[config.mk]
export PLATFORM = sky130hd
export DESIGN_NAME = frame_sync
export DESIGN_NICKNAME = d
export VERILOG_FILES = /design/src/rtl/frame_sync.sv
export SDC_FILE = /design/constraint.sdc
export NUM_CORES = 1
export LEC_CHECK = 0
export CORE_MARGIN = 1.5
export CORE_UTILIZATION = 64
export DETAILED_ROUTE_END_ITERATION = 12
export PLACE_DENSITY = 0.85
export SLEW_MARGIN = 0
export SYNTH_ARGS = -nofsm -noshare
export SYNTH_HDL_FRONTEND = slang
export SYNTH_SLANG_ARGS = --single-unit
[constraint.sdc]
create_clock -name clk -period 5.86 [get_ports clk]
set_input_delay 1.172 -clock clk [delete_from_list [all_inputs] [get_ports clk]]
set_output_delay 1.172 -clock clk [all_outputs]
set_load 0.05 [all_outputs]
[src/rtl/frame_sync.sv]
// frame_sync: serial frame marker hunt/verify/lock with flywheel, byte deframing into a 4-deep FWFT FIFO.
// Define FSYNC_SOFT_EN to flag bytes with two or more weak soft-decision bits via m_erase.
module frame_sync #(
  parameter logic [15:0] SYNC_WORD = 16'hA5C3,
  parameter int FRAME_BYTES = 8,
  parameter int LOCK_CNT = 2,
  parameter int LOSS_CNT = 3
) (
  input  logic       clk,
  input  logic       rst,
  input  logic       sample_en,
  input  logic       d_bb,
  input  logic [1:0] d_q2,
  output logic       m_valid,
  input  logic       m_ready,
  output logic [7:0] m_data,
  output logic       m_sof,
  output logic       m_erase,
  output logic       locked,
  output logic [1:0] state,
  output logic       overflow
);
  typedef enum logic [1:0] {HUNT = 2'b00, VERIFY = 2'b01, LOCKED = 2'b10} st_t;
  localparam logic [9:0] F = 10'(16 + 8 * FRAME_BYTES);
  localparam logic [9:0] PL = 10'(8 * FRAME_BYTES);
`ifdef FSYNC_SOFT_EN
  localparam int W = 10;
`else
  localparam int W = 9;
`endif
  st_t st;
  logic [15:0] sreg, sreg_n;
  logic [9:0] bitcnt, bc_n;
  logic [3:0] good_cnt, miss_cnt;
  logic mark, match, push, pop, full, wr;
  logic [W-1:0] din;
  logic [W-1:0] mem [4];
  logic [1:0] wp, rp;
  logic [2:0] cnt;
  assign sreg_n = {sreg[14:0], d_bb};
  assign bc_n = bitcnt + 10'd1;
  assign match = sreg_n == SYNC_WORD;
  assign mark = sample_en && st != HUNT && bc_n == F;
  assign push = sample_en && st == LOCKED && bc_n[2:0] == 3'd0 && bc_n <= PL;
  assign full = cnt == 3'd4;
  assign pop = m_valid && m_ready;
  assign wr = push && (!full || pop);
  assign m_valid = cnt != 3'd0;
  assign m_data = mem[rp][7:0];
  assign m_sof = m_valid && mem[rp][8];
  assign locked = st == LOCKED;
  assign state = st;
`ifdef FSYNC_SOFT_EN
  logic [3:0] wk, wk_n;
  assign wk_n = wk + {3'd0, d_q2 == 2'b01 || d_q2 == 2'b10};
  assign din = {wk_n >= 4'd2, bc_n == 10'd8, sreg_n[7:0]};
  assign m_erase = m_valid && mem[rp][9];
  // Weak count restarts on every byte boundary, including marker bytes.
  always_ff @(posedge clk)
    if (rst || st == HUNT) wk <= '0;
    else if (sample_en) wk <= bc_n[2:0] == 3'd0 ? 4'd0 : wk_n;
`else
  logic unused_q2;
  assign unused_q2 = ^d_q2;
  assign din = {bc_n == 10'd8, sreg_n[7:0]};
  assign m_erase = 1'b0;
`endif
  always_ff @(posedge clk)
    if (rst) begin
      st <= HUNT;
      sreg <= '0;
      bitcnt <= '0;
      good_cnt <= '0;
      miss_cnt <= '0;
    end else if (sample_en) begin
      sreg <= sreg_n;
      if (st == HUNT) begin
        if (match) begin
          st <= VERIFY;
          bitcnt <= '0;
          good_cnt <= 4'd1;
          miss_cnt <= '0;
        end
      end else if (!mark) bitcnt <= bc_n;
      else begin
        bitcnt <= '0;
        if (st == VERIFY) begin
          if (match) begin
            good_cnt <= good_cnt + 4'd1;
            if (good_cnt + 4'd1 == 4'(LOCK_CNT)) st <= LOCKED;
          end else st <= HUNT;
        end else if (match) miss_cnt <= '0;
        else begin
          miss_cnt <= miss_cnt + 4'd1;
          if (miss_cnt + 4'd1 == 4'(LOSS_CNT)) st <= HUNT;
        end
      end
    end
  always_ff @(posedge clk)
    if (wr) mem[wp] <= din;
  always_ff @(posedge clk)
    if (rst) begin
      wp <= '0;
      rp <= '0;
      cnt <= '0;
      overflow <= 1'b0;
    end else begin
      overflow <= push && full && !pop;
      if (wr) wp <= wp + 2'd1;
      if (pop) rp <= rp + 2'd1;
      cnt <= cnt + 3'(wr) - 3'(pop);
    end
endmodule

=== Word-level counts from Yosys, hierarchy flattened ===
Memories as Yosys holds them, arrays and structs flattened. A register that Yosys moved wholly into a read port is not among the register bits.
Index checks and enable logic that the tools add are counted.

* Flip-flop bits (word level): 43
* RAM bits: 36
* Memories kept: 1
* Word-level logic and storage cells: 80

* Add/subtract/negate cells: 7
* $lt $le $gt $ge: 1
* Multiplexer cells: 25
* Reduce and logical (&&, ||, !) cells: 24
* Equality and inequality tests: 13

{| class="wikitable"
|+ Memory list
! name !! words !! bits a word !! read ports !! clocked after Yosys merged registers in !! wr ports !! RTL line !! RTL
|-
| mem || 4 || 9 || 1 || 1 || 1 || 37 || <nowiki>logic [W-1:0] mem [4];</nowiki>
|}

{| class="wikitable"
|+ Operators with widths
! operator !! number
|-
| two-way mux 4 bit || 10
|-
| two-way mux 10 bit || 3
|-
| two-way mux 2 bit || 10
|-
| == test 16 bit (second input constant) || 1
|-
| adder 10 x 1 -> 10 bit (second input constant) || 1
|-
| == test 10 x 4 -> 1 bit (second input constant) || 1
|-
| == test 10 x 7 -> 1 bit (second input constant) || 1
|-
| <= comparator 10 x 7 -> 1 bit (second input constant) || 1
|-
| logical AND 1 bit || 10
|-
| adder 4 x 1 -> 4 bit (second input constant) || 2
|-
| == test 4 x 2 -> 1 bit (second input constant) || 2
|-
| inequality test 2 bit (second input constant) || 3
|-
| inequality test 3 x 1 -> 1 bit (second input constant) || 2
|-
| AND reduction 6 bit || 1
|-
| nonzero test 2 bit || 3
|-
| nonzero test 3 bit || 2
|-
| AND reduction 5 bit || 1
|-
| adder 2 x 1 -> 2 bit (second input constant) || 2
|-
| AND reduction 4 bit || 1
|-
| adder 3 x 1 -> 3 bit || 1
|-
| == test 3 bit (second input constant) || 1
|-
| zero test 3 bit || 1
|-
| subtractor 3 x 1 -> 3 bit || 1
|-
| == test 2 x 1 -> 1 bit (second input constant) || 1
|-
| 6 further kinds || 8
|}

=== Longest topological paths before layout ===
Gate-level depths: netlist (run 1).

* Depth after elaboration: 7
* Gate-level depth with buffers: 11

=== Worst setup path after synthesis (run 1) ===
OpenSTA, ideal clock, no wires.

* Kind: input -> register
* From: input m_ready
* To: register cnt[2]
* Required time: 5732 ps
* Data arrival time: 2747 ps
* Path slack: 2985 ps
* Cell stages on the path: 7
* Setup time: 128 ps
* Cells stage by stage: or4b_2 nand4_1 a21oi_2 ha_1 fa_1 xnor2_1 nor2_1

* Longest elaborated chain between the ends: 5

{| class="wikitable"
|+ RTL lines
! what !! RTL line !! RTL
|-
| start, declared || 15 || <nowiki>input logic m_ready,</nowiki>
|-
| logical AND 1 bit || 46 || <nowiki>assign pop = m_valid && m_ready;</nowiki>
|-
| logical OR 1 bit || 47 || <nowiki>assign wr = push && (!full || pop);</nowiki>
|-
| logical AND 1 bit || 47 ||
|-
| named net wr || 35 || <nowiki>logic mark, match, push, pop, full, wr;</nowiki>
|-
| adder 3 x 1 -> 3 bit || 111 || <nowiki>cnt <= cnt + 3'(wr) - 3'(pop);</nowiki>
|-
| subtractor 3 x 1 -> 3 bit || 111 ||
|-
| end signal, assigned || 111 ||
|-
| end, declared || 39 || <nowiki>logic [2:0] cnt;</nowiki>
|}

The timed path passes the listed nets, and every way through them passes these cells.
A chain may end at the register's enable or synchronous reset.

==> results of run 1 <==
worst paths after layout:
path	end	slack [ns]	cells after the start
max	m_sof	2.18	3
min	sreg[14]	0.50	2
max reg2reg	cnt[1]	2.71	9
min reg2reg	sreg[14]	0.50	2
registers in the layout (all words and copies together), names as in the netlist, named ones only:
name and count:
bitcnt 10, cnt 3, good_cnt 4, mem 36
miss_cnt 4, overflow 1, rp 2, sreg 15
state 2, wp 2
layer usage:
| metal | vias to the layer above | routed length (um) | GRT usage (%) |
|---|---|---|---|
| met5 | - | 0 | 0 |
| met4 | 0 | 150 | 10.0 |
| met3 | 14 | 292 | 5.45 |
| met2 | 59 | 3580 | 40.5 |
| met1 | 1257 | 3060 | 28.2 |
| li1 | 1312 | - | - |
cell families (layout without fill, tap and decap cells):
family                   Yosys count  count (layout)
AO/OA/AOI/OAI                     51              51
XOR/XNOR                          10              10
adder cells (fa/ha/maj)           13              13
buffers and inverters             30              47
flip-flops                        81              81
multiplexers                      26              26
other                              1               1
AND/OR/NAND/NOR                  140             140
power by group through the flow:
stage          Combinational [uW]  Sequential (uW)  Clock (uW)
5_1_grt                       208              642         446
3_5_place_dp                  193              651           0
2_1_floorplan                 165              627           0
6_report                      193              637         421
4_1_cts                       194              638         428
3_3_place_gp                  184              649           0
tightest hold or removal path, cell delays in order (launching register included):
cell     delay (ns)
dfxtp_1        0.33
mux2i_1        0.07
nor2_1         0.08
per-stage QoR:
stage | power (uW) | cells
after global routing | 1290 | 444
after detailed placement | 844 | 428
after floorplan | 792 | 352
after global placement | 833 | 428
after CTS | 1260 | 444
final | 1250 | 444
synthesized netlist by cell type (4+ instances only):
| master | number |
|---|---|
| nand4_1 | 6 |
| buf_2 | 6 |
| xor2_1 | 4 |
| nor2_1 | 49 |
| o211ai_1 | 4 |
| a31oi_1 | 6 |
| nand2_1 | 21 |
| or3_1 | 5 |
| edfxtp_1 | 36 |
| mux4_2 | 9 |
| xnor2_1 | 6 |
| inv_1 | 11 |
| clkbuf_1 | 8 |
| ha_1 | 12 |
| dfxtp_1 | 45 |
| and2_1 | 7 |
| mux2i_1 | 16 |
| nor3_1 | 4 |
| a21oi_1 | 13 |
| nor4b_1 | 4 |
| o21ai_0 | 6 |
| nor2b_1 | 4 |
| nand3_1 | 15 |
cell type report:
| class | count | area (um2) | area share, % |
|---|---|---|---|
| multi-input combinational | 241 | 1730 | 40.7 |
| tap | 75 | 93.8 | 2.21 |
| clock buffer | 12 | 156 | 3.68 |
| clock inverter | 4 | 51.3 | 1.21 |
| inverter | 11 | 41.3 | 0.971 |
| sequential | 81 | 1980 | 46.6 |
| timing repair buffer | 20 | 195 | 4.59 |
==> reports/results.txt, run 1 <==
Clock net sink count -> 81
Worst r2r src -> bitcnt[0]
Area Growth Syn to Fin -> 10.6%
CP max stage cell -> dfxtp_1
Final min period -> 3.68 ns
Crit Path Max Fanout -> 9
Syn_area_per_cell -> 10.9 um2
Share of layout cells above drive strength 1 -> 10.0%
Routed vias -> 2,642
Main combinational cell family by area after synthesis -> simple AND/OR/NAND/NOR gates
WP data required -> 4.69 ns
Port Buffer Count -> 18
Num CTS Buffers -> 9
Yosys warns -> 0
Pwr dens -> 294 nW/um2
Synth Area in Simple Gates -> 19.6%
Die X-Extent -> 80.5 um
Post-CTS Repair Setup Buffers -> 0
Final Core Density -> 72.7%
Leading cell type in the layout, fill and taps excluded -> nor2_1
Skew final -> 0.0114 ns
Clock transition at the registers of the reported paths -> 0.08 ns
H-tree Lvls -> 3
DR iter-0 viols -> 129
Unique masters post-synth -> 61
CTS root buf -> clkbuf_8
Floorplan row count -> 28
Global Route Usage Sum -> 23.6%
Vias in the first global route -> 2,472
Largest net degree at the start of global routing -> 47
Ports -> 22
HPWL after DPL -> 4.90 mm
Nets -> 384
Relative slew slack -> 51.1%
Mapped Area -> 3850 um2
Critical Path AT -> 2.50 ns
Synth Area in XOR/XNOR -> 2.28%
Leak -> 0.00151 uW
N_diodes -> 0
Worst-case vdd ir drop -> 0.297 mV
Clock power share -> 33.7%
CTS tree -> done
Critical Path Sink Type -> output pin
WS Path Type -> flip-flop to output pin
Share of the synthesized area in the top cell type -> 28.1%
First-pass GRT wire length -> 11.4 mm
Max Slew Vio Count -> 0
Fillers -> 392
Post-synth EDFFs -> 36
Startpoint types -> flip-flop
CTS Buffer Depth -> 2
Internal -> 918 uW
Largest area contributor in the netlist -> edfxtp_1
# DRC -> 0
Post-synthesis compound-gate area fraction -> 8.95%
Avg WL per Cell -> 16.0 um
Unrepaired setup endpoints after global routing -> no
Synth Net Count -> 372
Worst-Margin Slew -> 0.729 ns
Flop pwr share -> 50.9%
Die area -> 6480 um2
Switching share of power -> 26.6%
Crit path cell chain -> mux4_2 > and2_1 > clkdlybuf4s50_1
Place WS -> 2.11 ns
FF+latch count, synth -> 81
Most frequent cells in the layout -> nor2_1 (49), dfxtp_1 (45), edfxtp_1 (36)
Final Cycle Share -> 62.7%
Post-DR vias/cell -> 5.95
Final WL -> 7.09 mm
Cells after Synth -> 352
Bufs and invs on worst path -> 1
Final Wtd Congestion -> 0.842
Comb power frac -> 15.4%
Psw -> 333 uW
Initial antenna violation count -> 0
Top post-synthesis cells by area -> edfxtp_1 (28%), dfxtp_1 (23%), mux4_2 (5.3%), nor2_1 (4.8%), mux2i_1 (4.2%)
Setup TNS -> 0 ns
Largest delay share family, worst path -> flip-flops
Status -> finished, final reports clean
Final hold vios -> 0
HP Start -> sreg[14]
Mux contribution to synthesized area -> 9.73%
Core area -> 5850 um2
Die H -> 80.5 um
Worst-Skew Late Latency -> 0.36 ns
Async S/R FF share, synth -> 0%
Hold/Removal Path Class -> flip-flop to flip-flop
Leading register cell type out of synthesis -> dfxtp_1
DRT antenna net count -> 0
Hold slack -> 0.502 ns
Hold_buf cts -> 0
Post-Synth Adder-Cell Area -> 4.42%
DP Area -> 4050 um2
Post_cts resized -> 0
Post-route cell area -> 4250 um2
Fmax -> 0.272 GHz
Register area share after synthesis -> 51.5%
Remaining global-route overflow -> 0
Initial Util -> 65.7%
Final setup viols -> 0
Setup WS post-layout -> 2.18 ns
Drt pass-1 iters -> 4
Maxcap violations -> 0
Slowest Stage Delay on Critical Path -> 0.72 ns
(Power assumes the default switching activity.)
==> run 2: changes to the inputs <==
--- a/config.mk
+++ b/config.mk
@@ -6,9 +6,9 @@
 export NUM_CORES = 1
 export LEC_CHECK = 0
 export CORE_MARGIN = 1.5
-export CORE_UTILIZATION = 64
+export CORE_UTILIZATION = 53
 export DETAILED_ROUTE_END_ITERATION = 12
-export PLACE_DENSITY = 0.85
+export PLACE_DENSITY = 0.75
 export SLEW_MARGIN = 0
 export SYNTH_ARGS = -nofsm -noshare
 export SYNTH_HDL_FRONTEND = slang
==> constraint.sdc (replaced) <==
create_clock -name clk -period 3.2 [get_ports clk]
set_input_delay 0.64 -clock clk [delete_from_list [all_inputs] [get_ports clk]]
set_output_delay 0.64 -clock clk [all_outputs]
set_load 0.05 [all_outputs]
==> reports/results.txt, run 2 (same netlist as run 1, synthesis figures left out) <==
Worst-case vdd ir drop -> 0.193 mV (-35%)
CTS Buffer Depth -> 2 (unchanged)
Post-CTS Repair Setup Buffers -> 0 (unchanged)
Largest net degree at the start of global routing -> 46 (-2.1%)
Switching share of power -> 27.1% (+0.51 points)
DRT antenna net count -> 0 (unchanged)
Drt pass-1 iters -> 4 (unchanged)
Maxcap violations -> 0 (unchanged)
Final Core Density -> 62.5% (-10 points)
H-tree Lvls -> 3 (unchanged)
Final Cycle Share -> 91.1%
Hold/Removal Path Class -> flip-flop to flip-flop
Die area -> 7780 um2 (+20%)
Port Buffer Count -> 18 (unchanged)
Largest register by flop count -> mem
Final WL -> 7.06 mm (-0.35%)
Startpoint types -> flip-flop
N_diodes -> 0 (unchanged)
Leading cell type in the layout, fill and taps excluded -> nor2_1
First-pass GRT wire length -> 11.9 mm (+4.4%)
Nets -> 391 (+1.8%)
R2R Setup Slk -> 0.28 ns (-2.43 ns)
Met2 Wirelength -> 3.49 mm (-2.5%)
Clock transition at the registers of the reported paths -> 0.08 ns (about the same)
Final Wtd Congestion -> 0.879 (+4.4%)
Floorplan row count -> 30 (+7.1%)
Global Route Usage Sum -> 20.0% (-3.6 points)
Worst-Margin Slew -> 0.561 ns (-0.169 ns)
Final min period -> 2.92 ns
Uppermost routed layer -> met4
Final hold vios -> 0 (unchanged)
Clock net sink count -> 81 (unchanged)
Critical Path Sink Type -> flip-flop
Crit Path Max Fanout -> 7 (-2)
Num CTS Buffers -> 9 (unchanged)
# DRC -> 0 (unchanged)
Fmax -> 0.343 GHz
Pwr dens -> 521 nW/um2 (+77%)
Core area -> 6910 um2 (+18%)
Met1 WL -> 3.19 mm (+4.2%)
Critical Path AT -> 3.13 ns (+0.63 ns)
Share of layout cells above drive strength 1 -> 11.7% (+1.7 points)
Die H -> 88.2 um (+9.5%)
Most frequent cells in the layout -> nor2_1 (49), dfxtp_1 (45), edfxtp_1 (36)
Initial antenna violation count -> 0 (unchanged)
Remaining global-route overflow -> 0 (unchanged)
Psw -> 610 uW (+83%)
Setup TNS -> 0 ns (unchanged)
Total power -> 2250 uW (+80%)
Hold Path Stages -> 2 (unchanged)
Unrepaired setup endpoints after global routing -> no
Clock power share -> 32.5% (-1.2 points)
Comb power frac -> 16.9% (+1.5 points)
HPWL after DPL -> 4.93 mm (+0.57%)
Vias in the first global route -> 2,459 (-0.53%)
Routed vias -> 2,680 (+1.4%)
Flop pwr share -> 50.5% (-0.4 points)
Post-DR vias/cell -> 5.68 (-4.6%)
Hold Path End -> wp[1]
Post_cts resized -> 0 (unchanged)
Skew final -> 0.00919 ns (-0.00219 ns)
HP Start -> wp[1]
Worst-Skew Late Latency -> 0.34 ns (-0.02 ns)
Area Growth Syn to Fin -> 12.3%
DR iter-0 viols -> 112 (-13%)
WP data required -> 3.42 ns (-1.27 ns)
Met3 WL -> 244 um (-16%)
Crit Reg-Reg Endpoint -> cnt[1]
Max Slew Vio Count -> 0 (unchanged)
Avg WL per Cell -> 15.0 um (-6.3%)
Die X-Extent -> 88.2 um (+9.5%)
Internal -> 1640 uW (+79%)
Ports -> 22 (unchanged)
Leak -> 0.00154 uW (+1.8%)
CTS root buf -> clkbuf_8
Hold_buf cts -> 0 (unchanged)
WS Path Type -> flip-flop to flip-flop
Reg2Reg Depth -> 9 (unchanged)
CTS tree -> done
Biggest regs -> mem x36, sreg x15, bitcnt x10
Relative slew slack -> 62.6% (+12 points)
Largest register FFs -> 36 (unchanged)
Worst r2r src -> bitcnt[0]
Status -> finished, final reports clean
Initial Util -> 55.7% (-10 points)
Final setup viols -> 0 (unchanged)
run 2: changes by cell type in the layout (fill, tap and decap cells not counted), sizes merged:
cell and change:
buf +7, clkinv +2, clkbuf -2
run 2: worst max-delay path: stages, from the launching register on:
cell     delay [ns]
dfxtp_1        0.43
ha_1           0.20
nand3_1        0.12
or4b_1         0.56
a31oi_1        0.27
nand4_1        0.14
a21oi_2        0.30
ha_1           0.22
fa_1           0.41
nor2b_1        0.14
run 2: per-layer routing:
layer	vias to the layer above	track usage (%)
li1	1325	-
met1	1293	25.7
met3	10	4.34
met5	-	0
met2	52	32.8
met4	0	8.24
run 2: layout make-up:
cell class	count	area [um2]
inverters	11	41.3
clock buffers	10	128
fillers	568	2590
repair buffers	27	248
flip-flops and latches	81	1980
multi-input cells	241	1730
well taps	96	120
clock inverters	6	67.6
run 2: worst max-delay path by stage:
stage,startpoint,endpoint,slack (ns),depth (start not counted)
finish,bitcnt[0],cnt[1],0.28,9
global route,bitcnt[0],cnt[1],0.11,9
CTS,bitcnt[0],cnt[1],0.30,9
detailed placement,bitcnt[0],cnt[1],0.31,9
global placement,m_ready,cnt[2],0.34,8
floorplan,bitcnt[0],cnt[1],0.46,10
run 2: per-stage QoR:
step           worst slack (ns)  cells  instance area (um2)  hold slack, ns
6_report                  0.284    472                 4320           0.496
5_1_grt                   0.110    472                 4320           0.528
4_1_cts                   0.296    472                 4320           0.499
3_5_place_dp              0.313    456                 4120           0.477
3_3_place_gp              0.338    456                 4120           0.474
2_1_floorplan             0.459    352                 3850           0.453
run 2: power by group through the flow:
stage | clock network (uW) | registers (uW) | logic [uW]
after global placement | 0 | 1160 | 382
after CTS | 748 | 1140 | 388
after floorplan | 0 | 1150 | 303
final | 732 | 1140 | 381
after detailed placement | 0 | 1160 | 387
after global routing | 801 | 1140 | 423
